===== config.mk =====
export PLATFORM = sky130hd
export DESIGN_NAME = multdiv_ctrl
export DESIGN_NICKNAME = d
export VERILOG_FILES = /design/src/rtl/multdiv_ctrl_pkg.sv /design/src/rtl/multdiv_ctrl_addsub.sv /design/src/rtl/multdiv_ctrl.sv
export SDC_FILE = /design/constraint.sdc
export NUM_CORES = 1
export LEC_CHECK = 0
export ABC_AREA = 0
export BUFFER_PORTS_ARGS = -buffer_cell sky130_fd_sc_hd__buf_4
export CAP_MARGIN = 5
export CORE_UTILIZATION = 65
export CTS_BUF_LIST = sky130_fd_sc_hd__clkbuf_8 sky130_fd_sc_hd__clkbuf_16
export DETAILED_ROUTE_END_ITERATION = 12
export PLACE_DENSITY = 0.88
export SLEW_MARGIN = 0
export SYNTH_ARGS = -nofsm -noshare
export SYNTH_HDL_FRONTEND = slang
export SYNTH_SLANG_ARGS = --single-unit

===== constraint.sdc =====
create_clock -name clock -period 9.7 [get_ports clock]
set_input_delay 0.485 -clock clock [delete_from_list [all_inputs] [get_ports clock]]
set_output_delay 0.485 -clock clock [all_outputs]
set_load 0.1 [all_outputs]

===== src/rtl/multdiv_ctrl_pkg.sv =====
// rtl/multdiv_ctrl_pkg.sv - shared widths, state and opcode encodings for the multiply/divide sequencer
// Contents:
//   WIDTH      operand/result width (only 32 is supported)
//   CNT_W      iteration counter width
//   ITER_LAST  counter value of the final RUN iteration
//   state_e    S_IDLE / S_RUN / S_FIX / S_DONE
//   op_e       OP_MULT / OP_DIV
package multdiv_ctrl_pkg;

    localparam int WIDTH = 32;
    localparam int CNT_W = 5;
    localparam logic [CNT_W-1:0] ITER_LAST = CNT_W'(WIDTH - 1);

    typedef enum logic [1:0] {
        S_IDLE = 2'd0,
        S_RUN  = 2'd1,
        S_FIX  = 2'd2,
        S_DONE = 2'd3
    } state_e;

    typedef enum logic {
        OP_MULT = 1'b0,
        OP_DIV  = 1'b1
    } op_e;

endpackage


===== src/rtl/multdiv_ctrl_addsub.sv =====
// rtl/multdiv_ctrl_addsub.sv - 33-bit add/subtract slice (operand inverter + adder with carry-in)
// Ports:
//   in0   in   33  left operand
//   in1   in   33  right operand, inverted when sub=1
//   sub   in   1   0: in0 + in1, 1: in0 - in1 (in0 + ~in1 + 1)
//   sum   out  33  result
//   cout  out  1   carry out of bit 32
module multdiv_addsub_33
    import multdiv_ctrl_pkg::*;
(
    input  logic [WIDTH:0] in0,
    input  logic [WIDTH:0] in1,
    input  logic           sub,
    output logic [WIDTH:0] sum,
    output logic           cout
);

    logic [WIDTH:0] in1_inv;

    // Inverter stage; the carry-in completes the two's complement on subtract.
    assign in1_inv = sub ? ~in1 : in1;

    assign {cout, sum} = {1'b0, in0} + {1'b0, in1_inv} + {{(WIDTH + 1){1'b0}}, sub};

endmodule


===== src/rtl/multdiv_ctrl.sv =====
// rtl/multdiv_ctrl.sv - multi-cycle signed multiply/divide sequencer around one shared 33-bit add/sub
// Build option: MULTDIV_EARLY_OUT_EN - trivial ops (DIV by zero, MULT by zero) skip RUN.
// Ports:
//   clock           in   1   rising-edge clock
//   reset_n         in   1   synchronous active-low reset
//   ctrl_MULT       in   1   start pulse, signed A*B (wins over ctrl_DIV)
//   ctrl_DIV        in   1   start pulse, signed A/B
//   data_operandA   in   32  multiplicand / dividend, sampled on the start cycle
//   data_operandB   in   32  multiplier / divisor, sampled on the start cycle
//   data_result     out  32  low product word or quotient, held until next completion
//   data_exception  out  1   overflow / divide-by-zero, valid with data_result
//   data_resultRDY  out  1   one-cycle strobe in the DONE cycle
//   busy            out  1   high in RUN, FIX and DONE
module multdiv_ctrl
    import multdiv_ctrl_pkg::*;
(
    input  logic             clock,
    input  logic             reset_n,
    input  logic             ctrl_MULT,
    input  logic             ctrl_DIV,
    input  logic [WIDTH-1:0] data_operandA,
    input  logic [WIDTH-1:0] data_operandB,
    output logic [WIDTH-1:0] data_result,
    output logic             data_exception,
    output logic             data_resultRDY,
    output logic             busy
);

    state_e           state_q, state_d;
    logic [CNT_W-1:0] cnt_q, cnt_d;

    // MULT: mcand = A, {hi,lo,qm1} = Booth partial product / multiplier.
    // DIV:  mcand = |B|, hi = signed partial remainder, lo = |A| shifting into quotient.
    op_e              op_q, op_d;
    logic [WIDTH-1:0] mcand_q, mcand_d;
    logic [WIDTH:0]   hi_q, hi_d;
    logic [WIDTH-1:0] lo_q, lo_d;
    logic             qm1_q, qm1_d;
    logic             neg_q, neg_d;
    logic             zero_q, zero_d;
    logic             ovf_q, ovf_d;

    logic [WIDTH-1:0] result_q, result_d;
    logic             exc_q, exc_d;
    logic             rdy_q, rdy_d;
    logic             busy_q, busy_d;

    logic             start;
    op_e              start_op;
    logic             a_neg, b_neg;
    logic [WIDTH-1:0] a_mag, b_mag;
    logic             trivial;

    logic [WIDTH:0]   as_in0, as_in1, as_sum;
    logic             as_sub;
    logic             as_cout_unused;

    logic [WIDTH:0]   prod_top;
    logic             mult_ovf;

    assign start    = ctrl_MULT | ctrl_DIV;
    assign start_op = ctrl_MULT ? OP_MULT : OP_DIV;
    assign a_neg    = data_operandA[WIDTH-1];
    assign b_neg    = data_operandB[WIDTH-1];
    // |-2^31| = 2^31 still fits as an unsigned 32-bit magnitude.
    assign a_mag    = a_neg ? -data_operandA : data_operandA;
    assign b_mag    = b_neg ? -data_operandB : data_operandB;
    assign trivial  = ctrl_MULT ? ((data_operandA == '0) || (data_operandB == '0))
                                : (data_operandB == '0);

    // product[63:31] must be a pure sign extension for the low word to be exact.
    assign prod_top = {hi_q[WIDTH-1:0], lo_q[WIDTH-1]};
    assign mult_ovf = ~((&prod_top) | ~(|prod_top));

    multdiv_addsub_33 u_addsub (
        .in0  (as_in0),
        .in1  (as_in1),
        .sub  (as_sub),
        .sum  (as_sum),
        .cout (as_cout_unused)
    );

    // Operand steering for the single shared add/sub slice.
    always_comb begin
        as_in0 = hi_q;
        as_in1 = '0;
        as_sub = 1'b0;
        case (state_q)
            S_RUN: begin
                if (op_q == OP_MULT) begin
                    // Booth pair {lo[0], qm1}: 01 adds A, 10 subtracts A, 00/11 pass through.
                    as_in0 = hi_q;
                    as_in1 = (lo_q[0] ^ qm1_q) ? {mcand_q[WIDTH-1], mcand_q} : '0;
                    as_sub = lo_q[0] & ~qm1_q;
                end else begin
                    // Non-restoring step: shift next dividend bit into the remainder,
                    // subtract the divisor if the remainder is non-negative, else add it.
                    // The remainder stays within 32-bit signed range, so dropping hi[32] is safe.
                    as_in0 = {hi_q[WIDTH-1:0], lo_q[WIDTH-1]};
                    as_in1 = {1'b0, mcand_q};
                    as_sub = ~hi_q[WIDTH];
                end
            end
            S_FIX: begin
                // Quotient negation for opposite-sign operands: 0 - Q.
                as_in0 = '0;
                as_in1 = {1'b0, lo_q};
                as_sub = 1'b1;
            end
            default: begin
                as_in0 = hi_q;
                as_in1 = '0;
                as_sub = 1'b0;
            end
        endcase
    end

    // Next-state logic; a start pulse in any state restarts the sequence.
    always_comb begin
        state_d = state_q;
        cnt_d   = cnt_q;
        if (start) begin
            cnt_d = '0;
`ifdef MULTDIV_EARLY_OUT_EN
            state_d = trivial ? S_FIX : S_RUN;
`else
            state_d = S_RUN;
`endif
        end else begin
            case (state_q)
                S_IDLE: state_d = S_IDLE;
                S_RUN: begin
                    cnt_d = cnt_q + CNT_W'(1);
                    if (cnt_q == ITER_LAST) begin
                        state_d = S_FIX;
                    end
                end
                S_FIX:   state_d = S_DONE;
                S_DONE:  state_d = S_IDLE;
                default: state_d = S_IDLE;
            endcase
        end
    end

    // Datapath next-state.
    always_comb begin
        op_d     = op_q;
        mcand_d  = mcand_q;
        hi_d     = hi_q;
        lo_d     = lo_q;
        qm1_d    = qm1_q;
        neg_d    = neg_q;
        zero_d   = zero_q;
        ovf_d    = ovf_q;
        result_d = result_q;
        exc_d    = exc_q;

        if (start) begin
            op_d   = start_op;
            zero_d = trivial;
            hi_d   = '0;
            qm1_d  = 1'b0;
            if (start_op == OP_MULT) begin
                mcand_d = data_operandA;
                lo_d    = data_operandB;
                neg_d   = 1'b0;
                ovf_d   = 1'b0;
            end else begin
                mcand_d = b_mag;
                lo_d    = a_mag;
                neg_d   = a_neg ^ b_neg;
                ovf_d   = (data_operandA == {1'b1, {(WIDTH - 1){1'b0}}}) &&
                          (data_operandB == '1);
            end
        end else if (state_q == S_RUN) begin
            if (op_q == OP_MULT) begin
                // Arithmetic right shift of {hi, lo, qm1}.
                hi_d  = {as_sum[WIDTH], as_sum[WIDTH:1]};
                lo_d  = {as_sum[0], lo_q[WIDTH-1:1]};
                qm1_d = lo_q[0];
            end else begin
                hi_d = as_sum;
                lo_d = {lo_q[WIDTH-2:0], ~as_sum[WIDTH]};
            end
        end else if (state_q == S_FIX) begin
            // The remainder is never presented, so its final correction has no effect
            // on the quotient and is not performed.
            if (op_q == OP_MULT) begin
                // zero_q covers the early-out path where {hi, lo} was never iterated.
                result_d = zero_q ? '0 : lo_q;
                exc_d    = ~zero_q & mult_ovf;
            end else if (zero_q) begin
                result_d = '0;
                exc_d    = 1'b1;
            end else begin
                // -2^31 / -1 leaves Q = 2^31 unsigned with no negation: 32'h8000_0000.
                result_d = neg_q ? as_sum[WIDTH-1:0] : lo_q;
                exc_d    = ovf_q;
            end
        end

        rdy_d  = (state_d == S_DONE);
        busy_d = (state_d != S_IDLE);
    end

    always_ff @(posedge clock) begin
        if (!reset_n) begin
            state_q <= S_IDLE;
            cnt_q   <= '0;
        end else begin
            state_q <= state_d;
            cnt_q   <= cnt_d;
        end
    end

    always_ff @(posedge clock) begin
        if (!reset_n) begin
            op_q     <= OP_MULT;
            mcand_q  <= '0;
            hi_q     <= '0;
            lo_q     <= '0;
            qm1_q    <= 1'b0;
            neg_q    <= 1'b0;
            zero_q   <= 1'b0;
            ovf_q    <= 1'b0;
            result_q <= '0;
            exc_q    <= 1'b0;
            rdy_q    <= 1'b0;
            busy_q   <= 1'b0;
        end else begin
            op_q     <= op_d;
            mcand_q  <= mcand_d;
            hi_q     <= hi_d;
            lo_q     <= lo_d;
            qm1_q    <= qm1_d;
            neg_q    <= neg_d;
            zero_q   <= zero_d;
            ovf_q    <= ovf_d;
            result_q <= result_d;
            exc_q    <= exc_d;
            rdy_q    <= rdy_d;
            busy_q   <= busy_d;
        end
    end

    assign data_result    = result_q;
    assign data_exception = exc_q;
    assign data_resultRDY = rdy_q;
    assign busy           = busy_q;

endmodule


* After elaboration in Yosys (flattened, before gate mapping)
Cells that the tools add are included.
** Storage, ports and cells
- Register bits after elaboration :: 144
- Input port bits :: 68
- Output and inout bits :: 35
- Logic and storage cells :: 85
** Operators by class
- Add/subtract/negate cells :: 5
- Eq/ne operators :: 7
- Multiplexer cells :: 29
- Bitwise operators :: 17
- Reductions and logical operators :: 13
** Operators with widths (number)
- 32-bit two-way mux :: 12
- 33-bit two-way mux :: 4
- 33-bit one-hot mux with 2 select lines :: 2
- 32-bit equality test (second input constant) :: 2
- 32-bit logical NOT :: 2
- 32-bit negation :: 2
- 33-bit by 1-bit adder with 33-bit output :: 1
- 33-bit adder :: 1
- 33-bit inverter :: 1
- 33-bit AND reduction :: 1
- 33-bit OR reduction :: 1
- 1-bit inverter :: 10
- 1-bit two-way mux :: 7
- 2-bit equality test (second input constant) :: 3
- 2-bit one-hot mux with 3 select lines :: 1
- 5-bit by 1-bit adder with 5-bit output (second input constant) :: 1
- 5-bit equality test (second input constant) :: 1
- 2-bit two-way mux :: 2
- 2-bit nonzero test :: 2
- 2-bit OR reduction :: 2
- 3-bit AND reduction :: 1
- 1-bit AND :: 2
- 2-bit by 1-bit equality test with 1-bit output (second input constant) :: 1
- 2-bit logical NOT :: 1
- other kinds (6) :: 8

* Logic depth before layout (Yosys ltp)
Gate-level depths: netlist of run 1.
- Depth in word-level cells :: 12
- Depth in mapped cells :: 20
- Gate-level depth less buffers :: 16

* Modules after synthesis
Synthesis of run 1 repeated with hierarchy kept, for this count alone.
** Unflattened totals
- Cell total of the unflattened synthesis :: 1509
- Area, all modules :: 11885.1 um^2
** By module, submodules not included
- multdiv_ctrl :: instances 1, cells each 1239, area an instance 9882.0 um^2, seq. area each 2882.8 um^2
- multdiv_addsub_33 :: instances 1, cells each 270, area an instance 2003.2 um^2, seq. area each 0.0 um^2

* Worst setup path before layout of run 1
OpenSTA, ideal clock, no wires.
- Kind :: flip-flop to flip-flop
- Start point :: register op_q
- End point :: register hi_q[25]
- Setup time :: 0.079 ns
- Arrival :: 4.174 ns
- Data required time :: 9.621 ns
- Path slack :: 5.447 ns
- Stages on the path, launching flop included :: 17
- Buffers on the path :: 4
- Period minus slack after synthesis :: 4.253 ns
- Path through :: dfxtp_1 > buf_4 > clkbuf_1 > clkbuf_1 > clkbuf_1 > nand2_1 > a2bb2oi_1 > o21ai_0 > ha_1 > a21o_1 > or2_1 > a2111o_1 > a21oi_2 > o41ai_4 > a31oi_1 > mux2_1 > a211oi_2
** On the way
- Longest elaborated chain between the ends :: 7
- Elaborated cells between the ends (all ways) :: 11
- Those cells by class :: add/sub (2); mux (8); bitwise (1)
** Ends and longest elaborated chain
- from (decl) :: line multdiv_ctrl.sv:34 : op_e op_q, op_d;
- from (signal assigned) :: line multdiv_ctrl.sv:231 : op_q <= op_d;
- 33-bit two-way mux :: line multdiv_ctrl.sv:90 : if (op_q == OP_MULT) begin
- 33-bit one-hot mux with 2 select lines :: line multdiv_ctrl.sv:88 : case (state_q)
- 33-bit inverter :: line multdiv_ctrl_addsub.sv:21 : assign in1_inv = sub ? ~in1 : in1;
- 33-bit two-way mux :: line multdiv_ctrl_addsub.sv:21
- 33-bit adder :: line multdiv_ctrl_addsub.sv:23 : assign {cout, sum} = {1'b0, in0} + {1'b0, in1_inv} + {{(WIDTH + 1){1'b0}}, sub};
- 33-bit by 1-bit adder with 33-bit output :: line multdiv_ctrl_addsub.sv:23
- 32-bit two-way mux * :: line multdiv_ctrl.sv:176 : if (op_q == OP_MULT) begin
- to (signal assigned) :: line multdiv_ctrl.sv:233 : hi_q <= hi_d;
- to (decl) :: line multdiv_ctrl.sv:36 : logic [WIDTH:0] hi_q, hi_d;
Every way passes the cells marked *; elsewhere a longest branch is shown, timed or not.
A chain may end at the register's enable or synchronous reset.

* Worst setup path in the final report of run 1
- Start point :: register state_q[1]
- End point :: register hi_q[32]
** On the way
- Longest elaborated chain between the ends :: 6
- Elaborated cells between the ends (all ways) :: 9
- Those cells by class :: add/sub (2); eq/ne (2); mux (4); bitwise (1)
** Ends and longest elaborated chain
- from (decl) :: line multdiv_ctrl.sv:29 : state_e state_q, state_d;
- from (signal assigned) :: line multdiv_ctrl.sv:211 : state_q <= state_d;
- 2-bit equality test / 2-bit by 1-bit equality test with 1-bit output (equally long branches) :: line multdiv_ctrl.sv:88, multdiv_ctrl.sv:175
- 33-bit one-hot mux with 2 select lines :: line multdiv_ctrl.sv:88
- 33-bit inverter :: line multdiv_ctrl_addsub.sv:21
- 33-bit two-way mux :: line multdiv_ctrl_addsub.sv:21
- 33-bit adder :: line multdiv_ctrl_addsub.sv:23
- 33-bit by 1-bit adder with 33-bit output :: line multdiv_ctrl_addsub.sv:23
Parallel ways exist; a longest one is shown, timed or not.

==> flow_metrics.env, run 1 <==
export IMPL_hold_viol_final=0
export IMPL_rsz0062_at_grt="no"
export IMPL_power_frac_comb_pct=22.6
export IMPL_ys_warnings_count=0
export IMPL_p_seq_share_pct=39.2
export IMPL_grt_max_degree=107
export IMPL_wirelength_microns=40610
export IMPL_hpwlAfterDp_microns=28630
export IMPL_p_int_uw=1114
export IMPL_status="finished, final reports clean"
export IMPL_yosysUniqueCellTypes=83
export IMPL_place_area_sq_um=12760
export IMPL_path_max_fanout=59
export IMPL_overflow=0
export IMPL_drt_initial_drc_count=1925
export IMPL_ant_nets=0
export IMPL_crit_chain="inv_1, ha_2, buf_4, o21a_1, nor2_4, buf_4, xnor2_1, nor2_1, ha_1, and3_1, nor2b_1, o21a_1, o2111ai_1, a311oi_1, o31ai_1, o31ai_1, a21oi_1"
export IMPL_setup_tns_ns=0
export IMPL_timing_final_crit_period_ns=5.603
export IMPL_ff_latch_area_sq_um=2887
export IMPL_die_w_microns=138.3
export IMPL_area_growth_pct=10.26
export IMPL_dieArea_sq_um=19120
export IMPL_cts_max_level=4
export IMPL_via_per_inst=7.014
export IMPL_ys_seq_elements=144
export IMPL_multi_input_area_sq_um=8627
export IMPL_crit_type="register to register"
export IMPL_max_vdd_ir_drop_mv=0.1284
export IMPL_setup_viol=0
export IMPL_synthCells=1627
export IMPL_drt_pass1_iter_count=7
export IMPL_cts_tree="built"
export IMPL_final_layout_size_suffix_gt1_share_pct=10.94
export IMPL_gp_congestion=0.9775
export IMPL_antenna_found_initial=0
export IMPL_startpoint_type="register"
export IMPL_syn_nets=1737
export IMPL_synth_seq_area_share_pct=23.88
export IMPL_yosysTopAreaCell="dfxtp_1"
export IMPL_pin_count=103
export IMPL_core_area_sq_um=18090
export IMPL_mostFrequentLayoutCells="173 x nand2_1, 143 x dfxtp_1, 139 x nor2_1, 122 x a21oi_1, 117 x o21ai_0"
export IMPL_die_height_microns=138.3
export IMPL_slew_headroom_pct=26.91
export IMPL_cts_root_buf="clkbuf_16"
export IMPL_cts_sinks=144
export IMPL_gr_usage_all_layers_pct=41.85
export IMPL_tightest_slew_ns=1.096
export IMPL_arrival_ns=5.88
export IMPL_drv_slew=0
export IMPL_clkLatencyLatePin_ns=0.44
export IMPL_post_cts_resized=0
export IMPL_final_common_cell="nand2_1"
export IMPL_leakage_uw=0.005021
export IMPL_design_area_sq_um=13310
export IMPL_cp_required_ns=9.98
export IMPL_n_antenna_cell=0
export IMPL_synth_edff_count=0
export IMPL_synth_top_flop_cell="dfxtp_1"
export IMPL_cts_hold_buf=0
export IMPL_rows=49
export IMPL_slowest_delay_ns=0.70
export IMPL_p_clk_share_pct=38.2
export IMPL_hold_class="input pin to register"
export IMPL_synth_avg_cell_area_sq_um=7.420
export IMPL_initial_core_util_pct=66.75
export IMPL_crit_slowest_cell="a311oi_1"
export IMPL_swShare_pct=33.20
export IMPL_routedWlPerCell_microns=21.66
export IMPL_grt_pass1_wl_microns=64150
export IMPL_cts_made_buffers=17
export IMPL_critPathBufInv=3
export IMPL_period_share_pct=57.76
export IMPL_clockBufferDepth=2
export IMPL_fin_skew_ns=0.01261
export IMPL_clk_pin_slew_ns=0.07
export IMPL_crit_family="compound AO/OA/AOI/OAI gates"
export IMPL_syn_area_sq_um=12070
export IMPL_synth_area_top_cells="dfxtp_1 24%, nand2_1 5.4%, a21oi_1 5.1%"
export IMPL_drc_errors=0
export IMPL_synth_async_sr_flop_share_pct=0
export IMPL_cts_setup_buffers=0
export IMPL_switching_power_uw=553.4
export IMPL_fillCellCount=1428
export IMPL_synth_top_area_share_pct=23.88
export IMPL_end_kind="register"
export IMPL_vias=13150
export IMPL_grt_pass1_vias=11860
export IMPL_powerDensity_nw_per_um2=125.2
export IMPL_io_buffers=102
export IMPL_nets=1745
export IMPL_maxCapViolCount=0
export IMPL_clock_fmax_ghz=0.1785
power by group through the flow:
stage / sequential [uW] / combinational (uW) / clock, uW
after global routing: 654 / 404 / 658
after CTS: 650 / 363 / 632
final: 653 / 376 / 638
after global placement: 662 / 352 / 0
after detailed placement: 663 / 359 / 0
after floorplan: 650 / 253 / 0
worst reg2reg max path: cells and delay by family, from the launching register on:
family                   cells  cell delay (ns)
AO/OA/AOI/OAI                7             2.21
XOR/XNOR                     1             0.32
adder cells (fa/ha/maj)      2             0.99
buffers and inverters        3             0.99
flip-flops                   1             0.33
AND/OR/NAND/NOR              4             0.61
flip-flops by register name, indices dropped and copies added (netlist names):
name	flops
ovf_q	1
cnt_q	5
op_q	1
zero_q	1
lo_q	32
hi_q	33
qm1_q	1
neg_q	1
data_result	32
mcand_q	32
data_exception	1
busy	1
state_q	2
data_resultRDY	1
layer usage:
| metal | GRT usage, % | wire, microns | vias up |
|---|---|---|---|
| met3 | 8.278 | 5019 | 141 |
| met4 | 16.44 | 1654 | 0 |
| met1 | 57.61 | 16270 | 5986 |
| li1 | - | - | 6031 |
| met2 | 64.37 | 17670 | 993 |
| met5 | 0 | 0 | - |
Yosys cell counts, types with 5 or more instances:
cell type / n
a211o_1: 5
dfxtp_1: 144
ha_1: 41
nand3_1: 30
mux2i_1: 51
or4_1: 9
or3_1: 16
o31ai_1: 21
nor2_1: 140
a22oi_1: 40
a311oi_1: 7
a31oi_1: 12
and3_1: 10
nor4_1: 15
clkbuf_1: 106
nand2_1: 173
a2bb2oi_1: 20
a22o_1: 13
buf_1: 15
nor2b_1: 60
o21ai_0: 117
xor2_1: 60
and2_1: 14
a221oi_1: 11
a21o_1: 18
a31o_2: 6
o21a_1: 15
a21oi_1: 123
a32oi_1: 9
nand2b_1: 9
xnor2_1: 51
nor3_1: 26
a21boi_0: 11
o41ai_1: 9
o211ai_1: 14
nand4_1: 25
a211oi_1: 57
o22ai_1: 12
inv_1: 26
stage by stage:
stage	utilization [%]	hold WS [ns]	setup slack [ns]	total power (uW)	cells
final	73.60	0.3075	4.097	1667	1875
after global routing	73.60	0.3208	3.765	1717	1875
after detailed placement	70.56	0.4406	4.355	1022	1845
after floorplan	-	0.4199	5.447	903.7	1627
after global placement	70.56	0.4339	4.449	1014	1845
after CTS	73.60	0.3113	4.262	1645	1875
final cells by class:
cell class | instances | area share, %
Multi-Input combinational cell | 1331 | 64.81
Sequential cell | 144 | 21.68
Timing Repair Buffer | 115 | 6.486
Clock buffer | 18 | 3.299
Tap cell | 229 | 2.152
Clock inverter | 12 | 0.8365
Inverter | 26 | 0.7332
logic make-up after synthesis:
kind of cell	synth area share (%)
AO/OA/AOI/OAI	31.87
AND/OR/NAND/NOR	22.29
buffers and inverters	4.798
flip-flops	23.88
XOR/XNOR	8.053
multiplexers	4.695
adder cells (fa/ha/maj)	4.415
path summary, 6_finish.rpt:
path	from	to	slack [ns]	cells after the start
worst min-delay path	data_operandA[24]	mcand_q[24]$_SDFFE_PN0N_	0.31	2
worst min register to register	data_result[26]$_SDFFE_PN0P_	data_result[26]$_SDFFE_PN0P_	0.46	1
worst max-delay path	state_q[1]$_SDFF_PN0_	hi_q[32]$_SDFFE_PP0P_	4.10	17
worst max register to register	state_q[1]$_SDFF_PN0_	hi_q[32]$_SDFFE_PP0P_	4.10	17
Note: power is estimated with default switching activity, not from simulation.
==> inputs of run 2 (changes only) <==
--- a/config.mk
+++ b/config.mk
@@ -8,10 +8,10 @@
 export ABC_AREA = 0
 export BUFFER_PORTS_ARGS = -buffer_cell sky130_fd_sc_hd__buf_4
 export CAP_MARGIN = 5
-export CORE_UTILIZATION = 65
+export CORE_UTILIZATION = 56
 export CTS_BUF_LIST = sky130_fd_sc_hd__clkbuf_8 sky130_fd_sc_hd__clkbuf_16
 export DETAILED_ROUTE_END_ITERATION = 12
-export PLACE_DENSITY = 0.88
+export PLACE_DENSITY = 0.81
 export SLEW_MARGIN = 0
 export SYNTH_ARGS = -nofsm -noshare
 export SYNTH_HDL_FRONTEND = slang
==> constraint.sdc (replaced) <==
create_clock -name clock -period 4.95 [get_ports clock]
set_input_delay 0.2475 -clock clock [delete_from_list [all_inputs] [get_ports clock]]
set_output_delay 0.2475 -clock clock [all_outputs]
set_load 0.1 [all_outputs]
==> run 2 against run 1 <==
Against the previous run:
- critical path depth shrank 1
- utilization fell by 9.2 points
- clock power up 110%
- via count down 1.0%
- combinational power is 100% higher
- register-to-register slack lost 3.7 ns
- clock skew rose by 0.0010 ns
- die area increased by 16%
- sequential power increased by 96%
- largest cell class unchanged
==> flow_metrics.env, run 2 (synthesis gave the netlist of run 1 again) <==
export IMPL_fin_skew_ns=0.01365
export IMPL_tightest_slew_ns=1.187
export IMPL_via_per_inst=6.711
export IMPL_pin_count=103
export IMPL_mostFrequentLayoutCells="173 x nand2_1, 143 x dfxtp_1, 139 x nor2_1, 131 x buf_4, 122 x a21oi_1"
export IMPL_top_register="hi_q"
export IMPL_slowest_delay_ns=0.45
export IMPL_clk_pin_slew_ns=0.07
export IMPL_utilization_pct=64.37
export IMPL_maxCapViolCount=0
export IMPL_ant_nets=0
export IMPL_max_vdd_ir_drop_mv=0.2629
export IMPL_setup_viol=0
export IMPL_slew_headroom_pct=20.88
export IMPL_initial_core_util_pct=57.25
export IMPL_leakage_uw=0.005135
export IMPL_gp_congestion=0.9505
export IMPL_final_layout_size_suffix_gt1_share_pct=12.01
export IMPL_hpwlAfterDp_microns=29610
export IMPL_die_height_microns=148.8
export IMPL_cts_max_level=4
export IMPL_arrival_ns=4.94
export IMPL_core_area_sq_um=21090
export IMPL_drt_pass1_iter_count=7
export IMPL_cp_required_ns=5.30
export IMPL_timing_final_crit_period_ns=4.597
export IMPL_wirelength_microns=41050
export IMPL_cts_made_buffers=17
export IMPL_grt_pass1_vias=11740
export IMPL_hold_viol_final=0
export IMPL_fin_ws_ns=0.3530
export IMPL_path_max_fanout=14
export IMPL_die_w_microns=148.8
export IMPL_final_common_cell="nand2_1"
export IMPL_n_antenna_cell=0
export IMPL_dieArea_sq_um=22150
export IMPL_powerDensity_nw_per_um2=249.0
export IMPL_nets=1762
export IMPL_clockBufferDepth=2
export IMPL_instances_no_fill=1940
export IMPL_largest_reg_flops=33
export IMPL_cts_tree="built"
export IMPL_cts_hold_buf=0
export IMPL_setup_tns_ns=0
export IMPL_rows=53
export IMPL_cp_common_cell="a21oi_2"
export IMPL_clkLatencyLatePin_ns=0.44
export IMPL_crit_slowest_cell="a21oi_2"
export IMPL_fillCellCount=1883
export IMPL_end_kind="register"
export IMPL_p_int_uw=2269
export IMPL_grt_max_degree=106
export IMPL_crit_chain="inv_1, ha_2, inv_2, a21oi_2, a22oi_1, xnor2_1, nor2_1, ha_1, a21o_1, or2_1, a2111o_1, a21oi_2, o41ai_4, a31oi_1, mux2_1, a211oi_2"
export IMPL_period_share_pct=92.87
export IMPL_hold_class="input pin to register"
export IMPL_io_buffers=102
export IMPL_dp_slack_ns=0.3933
export IMPL_rsz0062_at_grt="no"
export IMPL_switching_power_uw=1111
export IMPL_status="finished, final reports clean"
export IMPL_area_growth_pct=12.44
export IMPL_total_power_uw=3380
export IMPL_gr_usage_all_layers_pct=36.84
export IMPL_overflow=0
export IMPL_power_frac_comb_pct=22.3
export IMPL_p_seq_share_pct=37.8
export IMPL_p_clk_share_pct=40.0
export IMPL_routedWlPerCell_microns=21.16
export IMPL_drv_slew=0
export IMPL_place_inst=1908
export IMPL_drc_errors=0
export IMPL_swShare_pct=32.87
export IMPL_cts_root_buf="clkbuf_16"
export IMPL_crit_type="register to register"
export IMPL_vias=13020
export IMPL_startpoint_type="register"
export IMPL_grt_pass1_wl_microns=63980
export IMPL_antenna_found_initial=0
export IMPL_clock_fmax_ghz=0.2175
export IMPL_cts_sinks=144
export IMPL_drt_initial_drc_count=1832
==> run 2: through the flow <==
stage          cell area, sq um  hold slack, ns
6_report                  13570         0.08016
4_1_cts                   13570         0.07410
2_1_floorplan             12070          0.3853
3_5_place_dp              12960          0.4499
3_3_place_gp              12960          0.4422
5_1_grt                   13570         0.07209
==> run 2: layout make-up <==
type / instances / area, sq um / share of cell area, %
well taps: 275 / 344.1 / 2.535
clock inverters: 14 / 170.2 / 1.254
flip-flops and latches: 144 / 2887 / 21.26
inverters: 26 / 97.59 / 0.7190
repair buffers: 132 / 1003 / 7.392
multi-input cells: 1331 / 8633 / 63.60
clock buffers: 18 / 439.2 / 3.235
==> run 2: worst paths after layout <==
path | to | slack, ns | startpoint | cells after the start
setup / recovery | hi_q[25]$_SDFFE_PP0P_ | 0.35 | state_q[1]$_SDFF_PN0_ | 16
hold / removal | mcand_q[26]$_SDFFE_PN0N_ | 0.08 | data_operandA[26] | 2
setup reg to reg | hi_q[25]$_SDFFE_PP0P_ | 0.35 | state_q[1]$_SDFF_PN0_ | 16
hold reg to reg | data_result[26]$_SDFFE_PN0P_ | 0.46 | data_result[26]$_SDFFE_PN0P_ | 1
==> run 2: metal layers <==
metal | vias to the layer above | routed length [microns] | global-route usage (%)
met1 | 6035 | 17680 | 52.53
met2 | 825 | 17700 | 54.72
met4 | 0 | 1360 | 14.90
met5 | - | 0 | 0
met3 | 93 | 4303 | 6.239
li1 | 6067 | - | -
==> run 2: timing repair <==
| action | 4_1_cts | 5_1_grt |
|---|---|---|
| buffers inserted | 0 | 0 |
| setup endpoints to repair | 0 | 1 |
| gates resized for setup | 0 | 1 |
==> run 2: worst max-delay path: cells and delay by family (launching register included) <==
kind	cells	cell delay (ns)
AOI/OAI and AO/OA	8	2.29
xor gates and xnor gates	1	0.28
adders and majority gates	2	0.70
buffers and inverters	2	0.16
DFF	1	0.33
muxes	1	0.40
and+or+nand+nor	2	0.35
==> run 2: power groups by stage <==
stage | combinational (uW) | sequential, uW | clock, uW
finish | 752 | 1280 | 1350
floorplan | 497 | 1270 | 0
global placement | 714 | 1300 | 0
CTS | 729 | 1270 | 1350
detailed placement | 723 | 1300 | 0
global route | 809 | 1280 | 1410
==> inputs of run 3 (changes only) <==
--- a/config.mk
+++ b/config.mk
@@ -8,6 +8,7 @@
 export ABC_AREA = 0
 export BUFFER_PORTS_ARGS = -buffer_cell sky130_fd_sc_hd__buf_4
 export CAP_MARGIN = 5
+export CORE_MARGIN = 2
 export CORE_UTILIZATION = 56
 export CTS_BUF_LIST = sky130_fd_sc_hd__clkbuf_8 sky130_fd_sc_hd__clkbuf_16
 export DETAILED_ROUTE_END_ITERATION = 12
==> run 3 against run 2 <==
Against the previous run:
- final cell count shrank 0.15%
- sequential power is essentially flat
- final area shrank 0.13%
- first-iteration DRC count shrank 12%
- critical path depth shrank 2
- clock power is essentially flat
- maximum frequency shrank 1.9%
- sequential share of layout area is essentially flat
- largest power group unchanged
- highest routed layer unchanged
==> flow_metrics.env, run 3 (synthesis gave the netlist of run 1 again) <==
export IMPL_n_antenna_cell=0
export IMPL_top_register="hi_q"
export IMPL_instances_no_fill=1937
export IMPL_grt_max_degree=107
export IMPL_place_inst=1905
export IMPL_power_frac_comb_pct=22.0
export IMPL_multi_input_area_sq_um=8633
export IMPL_hpwlAfterDp_microns=29940
export IMPL_wirelength_microns=41150
export IMPL_ff_latch_area_sq_um=2887
export IMPL_drt_pass1_iter_count=6
export IMPL_p_int_uw=2345
export IMPL_startpoint_type="register"
export IMPL_via_per_inst=6.775
export IMPL_leakage_uw=0.005129
export IMPL_critical_path_startpoint="state_q[0]$_SDFF_PN0_"
export IMPL_drv_slew=0
export IMPL_fin_ws_ns=0.2657
export IMPL_grt_pass1_vias=11860
export IMPL_largest_reg_flops=33
export IMPL_setup_tns_ns=0
export IMPL_crit_chain="inv_1, ha_2, buf_4, a2bb2oi_1, o21ai_0, fa_1, a21oi_1, nor2_1, o2111a_1, o2111ai_1, a32oi_1, a311oi_2, xor2_1, o211ai_1"
export IMPL_core_area_sq_um=21090
export IMPL_gr_usage_all_layers_pct=36.17
export IMPL_p_seq_share_pct=37.7
export IMPL_rows=53
export IMPL_clockBufferDepth=2
export IMPL_critPathBufInv=2
export IMPL_overflow=0
export IMPL_ant_nets=0
export IMPL_initial_core_util_pct=57.25
export IMPL_crit_slowest_cell="ha_2"
export IMPL_path_max_fanout=32
export IMPL_clock_fmax_ghz=0.2135
export IMPL_cts_made_buffers=17
export IMPL_tightest_slew_ns=1.131
export IMPL_cp_required_ns=5.26
export IMPL_hold_path_depth=2
export IMPL_io_buffers=102
export IMPL_cts_root_buf="clkbuf_16"
export IMPL_cts_tree="built"
export IMPL_cts_max_level=4
export IMPL_area_growth_pct=12.29
export IMPL_clk_pin_slew_ns=0.06
export IMPL_timing_rr_start="state_q[0]$_SDFF_PN0_"
export IMPL_crit_cells=14
export IMPL_powerDensity_nw_per_um2=250.4
export IMPL_cts_sinks=144
export IMPL_dieArea_sq_um=22750
export IMPL_post_cts_resized=0
export IMPL_slowest_delay_ns=0.62
export IMPL_cts_setup_buffers=0
export IMPL_pin_count=103
export IMPL_die_w_microns=150.8
export IMPL_cts_hold_buf=0
export IMPL_setup_viol=0
export IMPL_crit_family="compound AO/OA/AOI/OAI gates"
export IMPL_switching_power_uw=1050
export IMPL_timing_final_crit_period_ns=4.684
export IMPL_drt_initial_drc_count=1610
export IMPL_p_clk_share_pct=40.3
export IMPL_rsz0062_at_grt="no"
export IMPL_maxCapViolCount=0
export IMPL_clkLatencyLatePin_ns=0.43
export IMPL_swShare_pct=30.92
export IMPL_gp_congestion=0.9552
export IMPL_max_vdd_ir_drop_mv=0.2312
export IMPL_antenna_found_initial=0
export IMPL_end_kind="register"
export IMPL_arrival_ns=4.99
export IMPL_hold_viol_final=0
export IMPL_dp_slack_ns=0.3904
export IMPL_hold_class="input pin to register"
export IMPL_crit_type="register to register"
export IMPL_fillCellCount=1798
export IMPL_mostFrequentLayoutCells="173 x nand2_1, 143 x dfxtp_1, 139 x nor2_1, 129 x buf_4, 122 x a21oi_1"
export IMPL_period_share_pct=94.63
export IMPL_die_height_microns=150.8
export IMPL_routedWlPerCell_microns=21.25
export IMPL_vias=13120
export IMPL_final_common_cell="nand2_1"
export IMPL_drc_errors=0
export IMPL_status="finished, final reports clean"
export IMPL_r2r_slack_ns=0.27
export IMPL_slew_headroom_pct=24.55
export IMPL_min_from="data_operandA[26]"
export IMPL_final_layout_size_suffix_gt1_share_pct=11.73
export IMPL_grt_pass1_wl_microns=64590
export IMPL_nets=1759
export IMPL_fin_skew_ns=0.007170
export IMPL_worst_r2r_cell_count=14
==> run 3: changes by cell type in the layout (fill, tap and decap cells not counted), sizes merged <==
cell      previous run  this run
buf                132       129
bufinv               2         3
clkbuf              18        21
clkinv               2         3
clkinvlp             2         3
inv                 34        28
==> run 3: final cells by class <==
class | count | area share, %
Tap cell | 275 | 2.538
Timing Repair Buffer | 129 | 7.143
Multi-Input combinational cell | 1331 | 63.68
Clock inverter | 11 | 0.9968
Sequential cell | 144 | 21.29
Inverter | 26 | 0.7199
Clock buffer | 21 | 3.627
==> run 3: power by group through the flow <==
stage	registers, uW	clock network [uW]	logic (uW)
2_1_floorplan	1270	0	497
3_3_place_gp	1300	0	706
3_5_place_dp	1300	0	717
4_1_cts	1270	1370	725
5_1_grt	1280	1420	804
6_report	1280	1370	745
==> run 3: worst paths after layout <==
| path | endpoint |
|---|---|
| min reg2reg | data_result[11]$_SDFFE_PN0P_ |
| max reg2reg | hi_q[30]$_SDFFE_PP0P_ |
| min | mcand_q[26]$_SDFFE_PN0N_ |
| max | hi_q[30]$_SDFFE_PP0P_ |
==> run 3: per-layer routing <==
metal	share of wire, %	wire length [microns]	vias to the layer above	global-route usage (%)
li1	-	-	6056	-
met1	41	16780	6110	50.10
met2	44	18150	836	55.23
met3	11	4517	121	6.627
met4	4.1	1702	0	15.37
met5	0	0	-	0
==> run 3: through the flow <==
stage / hold slack (ns) / cell area [sq um] / utilization [%] / power (uW)
final: 0.08352 / 13560 / 64.29 / 3395
after global routing: 0.08949 / 13560 / 64.29 / 3505
after floorplan: 0.3853 / 12070 / - / 1771
after CTS: 0.07743 / 13550 / 64.26 / 3368
after global placement: 0.4368 / 12920 / 61.29 / 2004
after detailed placement: 0.4425 / 12920 / 61.29 / 2017
